==> config.mk <==
export PLATFORM = sky130hd
export DESIGN_NAME = autoconv_sequencer
export DESIGN_NICKNAME = d
export VERILOG_FILES = /design/src/rtl/autoconv_sequencer.sv
export SDC_FILE = /design/constraint.sdc
export NUM_CORES = 1
export LEC_CHECK = 0
export ABC_CLOCK_PERIOD_IN_PS = 6400
export CORE_AREA = 2 2 66 68
export DETAILED_ROUTE_END_ITERATION = 10
export DIE_AREA = 0 0 68 70
export GPL_TIMING_DRIVEN = 0
export HOLD_SLACK_MARGIN = 0.02
export PLACE_DENSITY_LB_ADDON = 0.08
export SKIP_LAST_GASP = 1
export SLEW_MARGIN = 20
export SYNTH_ARGS = -nofsm -noshare
export SYNTH_HDL_FRONTEND = slang
export SYNTH_SLANG_ARGS = --single-unit
==> constraint.sdc <==
create_clock -name Clk -period 6.4 [get_ports Clk]
set_clock_uncertainty 0.1 [all_clocks]
set_input_delay 0.64 -clock Clk [delete_from_list [all_inputs] [get_ports Clk]]
set_output_delay 0.64 -clock Clk [all_outputs]
set_load 0.03 [all_outputs]
==> src/rtl/autoconv_sequencer.sv <==
// Control sequencer for the audio self-convolution datapath: walks lag m and product index n,
// drives sample-RAM reads, MAC strobes and output-RAM writes. Optional macro: AUTOCONV_HALF_EN.
module autoconv_sequencer #(
  parameter int N  = 480,
  parameter int AW = 9,
  parameter int LW = 10
) (
  input  logic          Clk,
  input  logic          Reset_h,
  input  logic          blk_ready,
  output logic          busy,
  output logic          done,
  output logic          ovf,
  output logic [AW-1:0] rd_a_addr,
  output logic [AW-1:0] rd_b_addr,
  output logic          rd_vld,
  output logic          mac_clr,
  output logic          mac_en,
  output logic          mac_dbl,
  output logic          out_we,
  output logic [LW-1:0] out_addr,
  output logic [2:0]    dbgState
);

  typedef enum logic [2:0] {
    IDLE  = 3'd0,
    INIT  = 3'd1,
    RUN   = 3'd2,
    DRAIN = 3'd3,
    STORE = 3'd4,
    DONE  = 3'd5
  } state_t;

  localparam logic [LW-1:0] NM1   = LW'(N - 1);
  localparam logic [LW-1:0] MLAST = LW'(2 * N - 2);

  state_t        state, stateNxt;
  logic [LW-1:0] m, mNxt;
  logic [AW-1:0] n, nNxt;
  logic [LW-1:0] nLo, nHi;
  logic [AW-1:0] diffA;
  logic          lastN;

  // Product index bounds for the current lag; m-n is formed at lag width then truncated.
  assign nLo = (m > NM1) ? (m - NM1) : '0;
`ifdef AUTOCONV_HALF_EN
  logic [LW-1:0] mHalf;
  assign mHalf = {1'b0, m[LW-1:1]};
  assign nHi   = (mHalf < NM1) ? mHalf : NM1;
`else
  assign nHi = (m < NM1) ? m : NM1;
`endif
  assign diffA = AW'(m - LW'(n));
  assign lastN = (LW'(n) == nHi);

  always_comb begin
    stateNxt = state;
    mNxt     = m;
    nNxt     = n;
    rd_vld   = 1'b0;
    mac_clr  = 1'b0;
    out_we   = 1'b0;
    case (state)
      IDLE: begin
        if (blk_ready) begin
          stateNxt = INIT;
          mNxt     = '0;
        end
      end
      INIT: begin
        mac_clr  = 1'b1;
        nNxt     = AW'(nLo);
        stateNxt = RUN;
      end
      RUN: begin
        rd_vld = 1'b1;
        if (lastN) stateNxt = DRAIN;
        else       nNxt     = n + 1'b1;
      end
      DRAIN: stateNxt = STORE;
      STORE: begin
        out_we = 1'b1;
        if (m == MLAST) begin
          stateNxt = DONE;
        end else begin
          mNxt     = m + 1'b1;
          stateNxt = INIT;
        end
      end
      DONE: begin
        stateNxt = IDLE;
        mNxt     = '0;
        nNxt     = '0;
      end
      default: stateNxt = IDLE;
    endcase
  end

  always_ff @(posedge Clk) begin
    if (Reset_h) begin
      state  <= IDLE;
      m      <= '0;
      n      <= '0;
      mac_en <= 1'b0;
      ovf    <= 1'b0;
    end else begin
      state  <= stateNxt;
      m      <= mNxt;
      n      <= nNxt;
      // RAM read latency is one cycle, so accumulate the cycle after each read.
      mac_en <= rd_vld;
      ovf    <= ovf | (blk_ready && (state != IDLE));
    end
  end

`ifdef AUTOCONV_HALF_EN
  // Off-diagonal products stand for both x[n]x[m-n] and x[m-n]x[n].
  always_ff @(posedge Clk) begin
    if (Reset_h) mac_dbl <= 1'b0;
    else         mac_dbl <= rd_vld && (diffA != n);
  end
`else
  assign mac_dbl = 1'b0;
`endif

  assign rd_a_addr = rd_vld ? n : '0;
  assign rd_b_addr = rd_vld ? diffA : '0;
  assign out_addr  = out_we ? m : '0;
  assign busy      = (state != IDLE);
  assign done      = (state == DONE);
  assign dbgState  = state;

endmodule

==> summary.md, run 1 <==
| Metric | Value |
|---|---|
| Status | complete, no violations |
| Full die area | ~0.0048 mm2 |
| Residual DRC | 0 |
| Ports | 42 |
| Mapped Area | 0.00216 mm2 |
| Initial core utilization | 52.2% |
| Final Hold Vio Count | 0 |
| Setup ws final | 2120 ps |
| Initial DRC count | 151 |
| XOR/XNOR Fraction of Synth Area | between 10% and 20% |
| Worst Tran Pin Value | 566 ps |
| Reg-to-Reg Start | m[1]$_SDFFE_PP0P_ |
| Most used DFF post-synth | dfxtp_1 |
| Post_cts resized | 0 |
| TNS Setup | 0 ps |
| Place WS | 2440 ps |
| Worst reg2reg endpoint | n[3]$_SDFFE_PP0P_ |
| Global placer's final weighted congestion | 0.913 |
| Antenna Cells | 0 |
| Yosys warns | 0 |
| Post-layout instance area | around 0.0027 mm2 |
| Critical Path AT | 3540 ps |
| Min-delay worst type | reg -> reg |
| Crit path capture type | output port |
| Crit path largest cell delay | 660 ps |
| Total grt overflow | 0 |
| Slowest stage cell, crit path | clkdlybuf4s50_1 |
| Hold endpoint | ovf$_SDFF_PP0_ |
| Fmax | ~0.23 GHz |
| Critical Path, Cell by Cell | ha_1 > inv_1 > fa_1 > a21o_1 > a21oi_1 > o21bai_1 > a2111oi_0 > o211ai_1 > nand2_1 > clkdlybuf4s50_1 |
| P per Cell Area | 300 mW/mm2 |
| Ys async rst share | 0% |
| Worst Setup Start Kind | flip-flop |
| Fill count | 374 |
| Die X | 68 um |
| Post-CTS Setup Bufs | 0 |
| Post-CTS Hold Fix Bufs | 0 |
| Leakage | 0.960 nW |
| Synthesized flop and latch total | 24 |
| EDFF count, synth | 0 |
| CP Max Fanout | 9 |
| Vias per cell | roughly 5.7 |
| R2R setup slack | 3230 ps |
| DP Area | around 0.0026 mm2 |
| Area delta synth->final | 24.4% |
| GRT Overall Usage | between 20% and 30% |
| Max-Slew Margin vs Limit | around three fifths |
| Worst skew pair latency | 280 ps |
| Largest family of logic cells by synthesized area | simple AND/OR/NAND/NOR gates |
| Mapped Cells | 284 |
| Vert. Die Dim | around 70 um |
| Synth Area in Simple Gates | 27.5% |
| IO Port Bufs | 39 |
| Area of the multi-input gates | 0.00150 mm2 |
| Worst r2r path cells | 9 |
| Reg clk slew, reported paths | 100 ps |
| Area of all sequential standard cells | 480 um2 |
| Crit share post-route | 66.9% |
| Drt pass-1 iters | 4 |
| Hold path depth | 2 |
| Vias in the first global route | 1923 |
| Required time worst endpoint | 5660 ps |
| Detailed placement HPWL | ~4.3 mm |
| Sequential area share after synthesis | 22.2% |
| Placed Cells | 375 |
| Synth Area in Adders | 7.29% |
| Via count | 2143 |
| First-pass GRT wire length | about 9.4 mm |
| # nets final | around 340 |
| Syn Area/Cell | 7.61 um2 |
| Largest net degree at the start of global routing | 15 |
| Antenna violations before repair | 0 |
| CTS tree | done |
| RSZ-0062 raised after global routing | no |
| Buffer levels on the longest clock path | 2 |
| Count of final setup violators | 0 |
| Clock sink count | 24 |
| Layout cell share with drive strength beyond 1 | under 10% |
| # Max-Cap Violations | 0 |
| Wirelength per Cell | approximately 15 um |
| Distinct cells, synth | 56 |
| VDD IR-drop max | 0.000131 V |
| Total CTS buffers | 3 |
| Row count | 24 |
| Worst hold start | ovf$_SDFF_PP0_ |
| Antenna-violating nets left | 0 |
| Root Buffer | clkbuf_8 |
| Post-synth net total | 299 |
| Hold WS | approximately 380 ps |
| Worst Path Class, Setup | reg -> out |
| Post-Route WL | 5.66 mm |
| Crit path time final | 4280 ps |
| Mux cell area share after synthesis | 0.984% |
| Core ar. | 0.00414 mm2 |
| Final Max Slew Viols | 0 |
| Post-route insts no fill | 379 |
| Synth Area in Compound Gates | 21.3% |
| Htree depth | 1 |
routing by layer:
metal	vias up	part of all wire, %	routed length (um)	track usage (%)
met5	-	0	0	0
met2	58	47	2680	39.5
li1	1085	-	-	-
met3	4	5.5	313	2.42
met4	0	0.81	46	5.78
met1	996	46	2620	36.7
placed cells by master, fill, tap and decap left out, types with 9 or more instances in the layout:
cell type and instances:
xor2_1 9, a211oi_1 11, clkdlybuf4s50_1 39, and2_1 14, clkbuf_1 14, a21oi_1 11
xnor2_1 21, inv_1 16, dfxtp_1 24, ha_1 11, nor2_1 34, nand2_1 16
stage by stage:
stage / util [%] / total power, mW
after floorplan: - / 0.541
after global placement: 63.2 / 0.659
after detailed placement: 63.2 / 0.666
after CTS: 64.9 / 0.807
after global routing: 64.9 / 0.863
final: 64.9 / 0.807
worst max-delay path by stage:
stage,from,end,slack (ps),cells after the start
floorplan,dbgState[1]$_SDFFE_PP0P_,rd_b_addr[7],3130,7
global placement,m[0]$_SDFFE_PP0P_,rd_b_addr[8],2480,11
detailed placement,m[0]$_SDFFE_PP0P_,rd_b_addr[8],2440,11
CTS,m[0]$_SDFFE_PP0P_,rd_b_addr[8],2140,11
global route,m[0]$_SDFFE_PP0P_,rd_b_addr[8],1910,11
finish,n[0]$_SDFFE_PP0P_,rd_b_addr[8],2120,10
cells by family (layout without fill, tap and decap cells):
group                      Yosys count  count (layout)
muxes                                2               2
xor gates and xnor gates            30              30
other                                1               1
AOI/OAI and AO/OA                   60              60
DFF                                 24              24
and+or+nand+nor                    114             114
buffers and inverters               41              84
adders and majority gates           12              12
report_power, final:
part           switching, mW  leakage, nW  internal, mW  total (mW)
clock                 0.0559       0.0357        0.0838       0.140
combinational          0.277        0.730         0.191       0.468
sequential            0.0291        0.195         0.170       0.199
total                  0.362        0.960         0.445       0.807
Yosys cell counts (3+ instances only):
cell / instances / area (um2)
a211oi_1: 11 / 82.6
a21oi_1: 11 / 55.1
a22oi_1: 5 / 37.5
and2_1: 14 / 87.6
and3_1: 6 / 37.5
buf_1: 3 / 11.3
buf_2: 4 / 20.0
clkbuf_1: 14 / 52.6
dfxtp_1: 24 / 480
ha_1: 11 / 138
inv_1: 16 / 60.1
nand2_1: 16 / 60.1
nand2b_1: 3 / 18.8
nand3_1: 6 / 30.0
nand4_1: 7 / 43.8
nor2_1: 34 / 128
nor2b_1: 4 / 25.0
nor3_1: 7 / 35.0
nor4_1: 4 / 25.0
o21ai_0: 5 / 25.0
o21bai_1: 3 / 22.5
or2_2: 3 / 18.8
xnor2_1: 21 / 184
xor2_1: 9 / 78.8
worst max-delay path, delay by kind of cell (launching register included):
family / cells / cell delay (ps)
AO/OA/AOI/OAI: 5 / 1260
AND/OR/NAND/NOR: 1 / 100
buffers and inverters: 2 / 710
adder cells (fa/ha/maj): 2 / 630
flip-flops: 1 / 540
registers in the layout, summed over array words and instances (netlist names):
name and cells:
m 10, n 9, dbgState 3, mac_en 1, ovf 1
area by class of cell:
type,instances,area share [%]
buffer,25,4.51
clock buffer,3,1.54
clock inverter,1,1.12
inverter,16,2.23
multi-input combinational,219,55.8
sequential,24,17.9
tap,52,2.42
timing repair buffer,39,14.5
Note: power is estimated with default switching activity, not from simulation.
==> run 2: changes to the inputs <==
Settings changed: ABC_CLOCK_PERIOD_IN_PS 6400 to 3900, CORE_AREA 2 2 66 68 to 2 2 71 73, DIE_AREA 0 0 68 70 to 0 0 73 75.
Clock period 6.4 ns to 3.9 ns, I/O delays scaled along.
==> run 2 against run 1 <==
  * Highest routed layer unchanged
  * Design area is 0.28% lower
  * Non-clock buffer count unchanged
  * Cell count rose by 0.53%
  * Sequential cell count is the same
  * Largest power group unchanged
  * Critical path type unchanged
  * Global-route usage shrank 3.2 points
  * Setup slack worse by 1900 ps
  * Critical path depth fell by 2
==> summary.md, run 2 (synthesis gave the netlist of run 1 again) <==
| Metric | Value |
|---|---|
| Status | complete, no violations |
| Row count | 25 (+4.2%) |
| Antenna-violating nets left | 0 (unchanged) |
| Max-Slew Margin vs Limit | 62.6% (+1.3 points) |
| IO Port Bufs | 39 (unchanged) |
| Post-layout instance area | 0.00268 mm2 (-0.28%) |
| Crit path largest cell delay | 690 ps (+30 ps) |
| Total CTS buffers | 3 (unchanged) |
| Top reg by flops | m |
| Total grt overflow | 0 (unchanged) |
| Detailed placement HPWL | 4.40 mm (+3.2%) |
| VDD IR-drop max | 0.000194 V (+48%) |
| Vias in the first global route | 1965 (+2.2%) |
| Crit path time final | 3700 ps |
| Slowest stage cell, crit path | clkdlybuf4s50_1 |
| Largest net degree at the start of global routing | 14 (-1) |
| CP Max Fanout | 9 (unchanged) |
| Crit share post-route | 94.8% |
| Final Hold Vio Count | 0 (unchanged) |
| Wirelength per Cell | 15.1 um (+1.4%) |
| RSZ-0062 raised after global routing | no |
| Post-CTS Setup Bufs | 0 (unchanged) |
| Fill count | 466 (+25%) |
| CP delay by family, top | compound AO/OA/AOI/OAI gates |
| Vert. Die Dim | 75 um (+7.1%) |
| Met2 Use GR | 35.4% (-4.0 points) |
| Reg clk slew, reported paths | 100 ps (about the same) |
| Crit path capture type | output port |
| Full die area | 0.00548 mm2 (+15%) |
| Clock sink count | 24 (unchanged) |
| Drt pass-1 iters | 4 (unchanged) |
| Count of final setup violators | 0 (unchanged) |
| Total power | 1.28 mW (+59%) |
| Min-delay worst type | reg -> reg |
| Via count | 2193 (+2.3%) |
| Worst r2r path cells | 9 (unchanged) |
| Global placer's final weighted congestion | 0.811 (-11%) |
| Commonest non-fill, non-tap cells in the layout | clkdlybuf4s50_1 (38), nor2_1 (34), dfxtp_1 (24) |
| Residual DRC | 0 (unchanged) |
| # Max-Cap Violations | 0 (unchanged) |
| Grt peak-use layer | met2 |
| Critical Path, Cell by Cell | ha_1 > nor2b_1 > o21ai_0 > a21boi_0 > o21a_1 > o41ai_1 > mux2i_1 > clkdlybuf4s50_1 |
| Most common cell after layout, fill and taps aside | clkdlybuf4s50_1 |
| GRT Overall Usage | 21.9% (-3.2 points) |
| Antenna Cells | 0 (unchanged) |
| Core ar. | 0.00466 mm2 (+12%) |
| GR met1 Demand/Resource | 31.4% (-5.3 points) |
| Worst Tran Pin Value | 560 ps (-6.15 ps) |
| Root Buffer | clkbuf_8 |
| TNS Setup | 0 ps (unchanged) |
| Final Max Slew Viols | 0 (unchanged) |
| Worst skew pair latency | 280 ps (about the same) |
| Initial core utilization | 46.4% (-5.8 points) |
| Initial DRC count | 174 (+15%) |
| Worst Setup Start Kind | flip-flop |
| Critical Path AT | 3210 ps (-330 ps) |
| Post-Route WL | 5.77 mm (+2.0%) |
| Fmax | 0.270 GHz |
| Met3 Use GR | 3.48% (+1.1 points) |
| Die X | 73 um (+7.4%) |
| # nets final | 343 (unchanged) |
| Worst path bufs/invs | 1 (-1) |
| Hold path depth | 2 (unchanged) |
| First-pass GRT wire length | 9.52 mm (+1.7%) |
| DP Area | 0.00262 mm2 (about the same) |
| Ports | 42 (unchanged) |
| Max reg flops | 10 (unchanged) |
| P per Cell Area | 478 mW/mm2 (+59%) |
| Crit. path cell count | 8 (-2) |
| Buffer levels on the longest clock path | 2 (unchanged) |
| Vias per cell | 5.76 (+1.8%) |
| Htree depth | 1 (unchanged) |
| Layout cell share with drive strength beyond 1 | 7.34% (+0.61 points) |
| Leakage | 0.964 nW (+0.35%) |
| Area delta synth->final | 24.0% |
| Required time worst endpoint | 3410 ps (-2250 ps) |
| CTS tree | done |
| Antenna violations before repair | 0 (unchanged) |
| Worst Path Class, Setup | reg -> out |
==> run 2: path summary, 6_finish.rpt <==
check	end	startpoint	slack [ps]
max	rd_b_addr[7]	m[1]$_SDFFE_PP0P_	200
min	ovf$_SDFF_PP0_	ovf$_SDFF_PP0_	380
max reg2reg	n[1]$_SDFFE_PP0P_	m[1]$_SDFFE_PP0P_	790
min reg2reg	ovf$_SDFF_PP0_	ovf$_SDFF_PP0_	380
==> run 2: worst min-delay path: stages, from the launching register on <==
cell	delay [ps]
dfxtp_1	340
a21oi_1	40
nor2_1	70
==> run 2: where the power goes <==
part	total, mW	internal, mW	leakage, nW	switching (mW)
combinational	0.775	0.319	0.740	0.456
clock	0.181	0.0906	0.0288	0.0904
sequential	0.326	0.278	0.195	0.0476
total	1.28	0.689	0.964	0.594
==> run 2: layout make-up <==
cell class	count	area, um2	share of cell area, %
Buffer	25	123	4.57
Inverter	16	60.1	2.24
Sequential cell	24	480	17.9
Multi-Input combinational cell	219	1510	56.2
Timing Repair Buffer	39	389	14.5
Tap cell	54	67.6	2.52
Clock buffer	4	55.1	2.05
==> run 2: stage by stage <==
step	cells	setup slack (ps)	hold slack [ps]	util, %
after floorplan	284	875	431	-
after global placement	377	206	356	56.2
after detailed placement	377	222	365	56.2
after CTS	381	198	386	57.4
after global routing	381	16.7	410	57.5
final	381	203	377	57.5
==> run 2: per-layer routing <==
layer | routed length, um | vias to the layer above
li1 | - | 1089
met2 | 2670 | 70
met4 | 15 | 0
met1 | 2740 | 1031
met5 | 0 | -
met3 | 344 | 3
==> run 2: repair_timing <==
| action | in CTS | in global routing |
|---|---|---|
| resized for setup | 2 | 2 |
| setup endpoints to repair | 1 | 2 |
| hold buffers | 0 | 0 |
==> run 3: changes to the inputs <==
Settings changed: CORE_AREA 2 2 71 73 to 2 2 73 75, DIE_AREA 0 0 73 75 to 0 0 75 77, HOLD_SLACK_MARGIN 0.02 to 0.08, RECOVER_POWER set to 100.
==> run 3 against run 2 <==
  * Setup slack improved by 43 ps
  * First-iteration DRC count decreased by 24%
  * Sequential cell count unchanged
  * Via count decreased by 3.2%
  * Non-clock buffer count unchanged
  * Clock-buffer cell count unchanged
  * Global-route usage decreased by 0.74 points
  * Utilization decreased by 3.7 points
  * Clock power about the same
  * Cell count increased by 4.2%
  * Register-to-register slack got worse by 210 ps
==> summary.md, run 3 (synthesis gave the netlist of run 1 again) <==
| Metric | Value |
|---|---|
| DP Area | 0.00264 mm2 (+0.76%) |
| Worst hold start | ovf$_SDFF_PP0_ |
| TNS Setup | 0 ps (unchanged) |
| GRT Overall Usage | 21.2% (-0.74 points) |
| Final Max Slew Viols | 0 (unchanged) |
| Largest net degree at the start of global routing | 14 (unchanged) |
| Finished Core Util | 53.9% (-3.7 points) |
| Fill count | 498 (+6.9%) |
| Worst Path Class, Setup | reg -> out |
| Worst reg2reg endpoint | n[1]$_SDFFE_PP0P_ |
| Fmax | 0.274 GHz (+1.2%) |
| Layout cell share with drive strength beyond 1 | 6.12% (-1.2 points) |
| Wirelength per Cell | 14.5 um (-4.2%) |
| Status | complete, no violations |
| Vias per cell | 5.35 (-7.1%) |
| CTS tree | done |
| Total power | 1.23 mW (-3.9%) |
| Root Buffer | clkbuf_8 |
| Residual DRC | 0 (unchanged) |
| # Max-Cap Violations | 0 (unchanged) |
| Leakage | 1.07 nW (+11%) |
| RSZ-0062 raised after global routing | no |
| Worst Setup Start Kind | flip-flop |
| Most common cell after layout, fill and taps aside | dlygate4sd3_1 |
| Reg clk slew, reported paths | 100 ps (about the same) |
| Antenna-violating nets left | 0 (unchanged) |
| Crit share post-route | 93.7% (-1.1 points) |
| Min-delay worst type | reg -> reg |
| Row count | 26 (+4.0%) |
| Area delta synth->final | 24.0% (unchanged) |
| Crit path time final | 3650 ps (-43.2 ps) |
| Total grt overflow | 0 (unchanged) |
| Vias in the first global route | 1991 (+1.3%) |
| Antenna Cells | 0 (unchanged) |
| Worst r2r path cells | 8 (-1) |
| Detailed placement HPWL | 4.43 mm (+0.69%) |
| Crit path capture type | output port |
| Htree depth | 1 (unchanged) |
| Placed Cells | 393 (+4.2%) |
| Via count | 2123 (-3.2%) |
| Required time worst endpoint | 3410 ps (about the same) |
| Clock sink count | 24 (unchanged) |
| Antenna violations before repair | 0 (unchanged) |
| Buffer levels on the longest clock path | 2 (unchanged) |
| Drt pass-1 iters | 4 (unchanged) |
| Commonest non-fill, non-tap cells in the layout | dlygate4sd3_1 (35), nor2_1 (34), dfxtp_1 (23) |
| Count of final setup violators | 0 (unchanged) |
| Post-CTS Setup Bufs | 0 (unchanged) |
| First-pass GRT wire length | 9.76 mm (+2.5%) |
| Critical Path AT | 3160 ps (-50 ps) |
| Post-Route WL | 5.76 mm (-0.21%) |
| Initial core utilization | 43.4% (-3.0 points) |
| Post-layout instance area | 0.00268 mm2 (unchanged) |
| P per Cell Area | 460 mW/mm2 (-3.9%) |
| Initial DRC count | 132 (-24%) |
| Reg-to-Reg Start | m[0]$_SDFFE_PP0P_ |
| # nets final | 343 (unchanged) |
| Top reg by flops | m |
| Max-Slew Margin vs Limit | 47.0% (-16 points) |
| IO Port Bufs | 39 (unchanged) |
| Full die area | 0.00578 mm2 (+5.5%) |
| Hold path depth | 2 (unchanged) |
| Max reg flops | 10 (unchanged) |
| R2R setup slack | 580 ps (-210 ps) |
| Ports | 42 (unchanged) |
| Vert. Die Dim | 77 um (+2.7%) |
| Die X | 75 um (+2.7%) |
| Global placer's final weighted congestion | 0.801 (-1.2%) |
| Total CTS buffers | 3 (unchanged) |
| CP Max Fanout | 7 (-2) |
| Worst skew pair latency | 270 ps (about the same) |
| VDD IR-drop max | 0.000172 V (-11%) |
| Post-route insts no fill | 397 (+4.2%) |
| Hold endpoint | ovf$_SDFF_PP0_ |
| Crit path launch | m[0]$_SDFFE_PP0P_ |
| Final Hold Vio Count | 0 (unchanged) |
| Core ar. | 0.00498 mm2 (+6.8%) |
| Worst Tran Pin Value | 787 ps (+227 ps) |
run 3: critical path: stages, from the launching register on:
cell and delay [ps]:
dfxtp_1 410, inv_1 200, ha_1 210, inv_1 60
fa_1 400, a21o_1 180, a21oi_1 230, o21bai_1 120
a2111oi_1 460, o211ai_1 150, nand2_1 80, dlygate4sd2_1 400
run 3: layer usage:
layer  track usage, %  wire length, um
met4             3.57               44
met3             2.50              206
met1             31.3             2910
met2             33.0             2600
met5                0                0
run 3: repair_timing:
| action | 4_1_cts | 5_1_grt |
|---|---|---|
| endpoints found under the setup margin | 1 | 1 |
| gates resized for setup | 2 | 2 |
| hold buffers | 0 | 0 |
run 3: report_power, final:
part	internal [mW]	leakage [nW]	switching (mW)
sequential	0.279	0.195	0.0489
clock	0.0904	0.0288	0.0928
combinational	0.282	0.849	0.439
total	0.651	1.07	0.581
run 3: stage by stage:
step / setup WS (ps) / hold slack [ps]
after floorplan: 875 / 431
after global placement: 210 / 360
after detailed placement: 195 / 367
after CTS: 193 / 391
after global routing: 15.4 / 430
final: 246 / 382
run 3: cell type report:
cell class	instances	area, um2	share of cell area [%]
buffer	25	119	4.43
clock buffer	4	55.1	2.05
inverter	16	60.1	2.24
multi-input combinational	219	1490	55.5
sequential	24	482	18.0
tap	70	87.6	3.27
timing repair buffer	39	389	14.5
run 3: worst max-delay path by stage:
stage | slack [ps] | to | cells after the start
6_report | 250 | rd_b_addr[8] | 11
5_1_grt | 20 | rd_b_addr[8] | 11
4_1_cts | 190 | rd_b_addr[7] | 8
3_5_place_dp | 200 | rd_b_addr[8] | 11
3_3_place_gp | 210 | rd_b_addr[8] | 11
2_1_floorplan | 880 | rd_b_addr[7] | 7
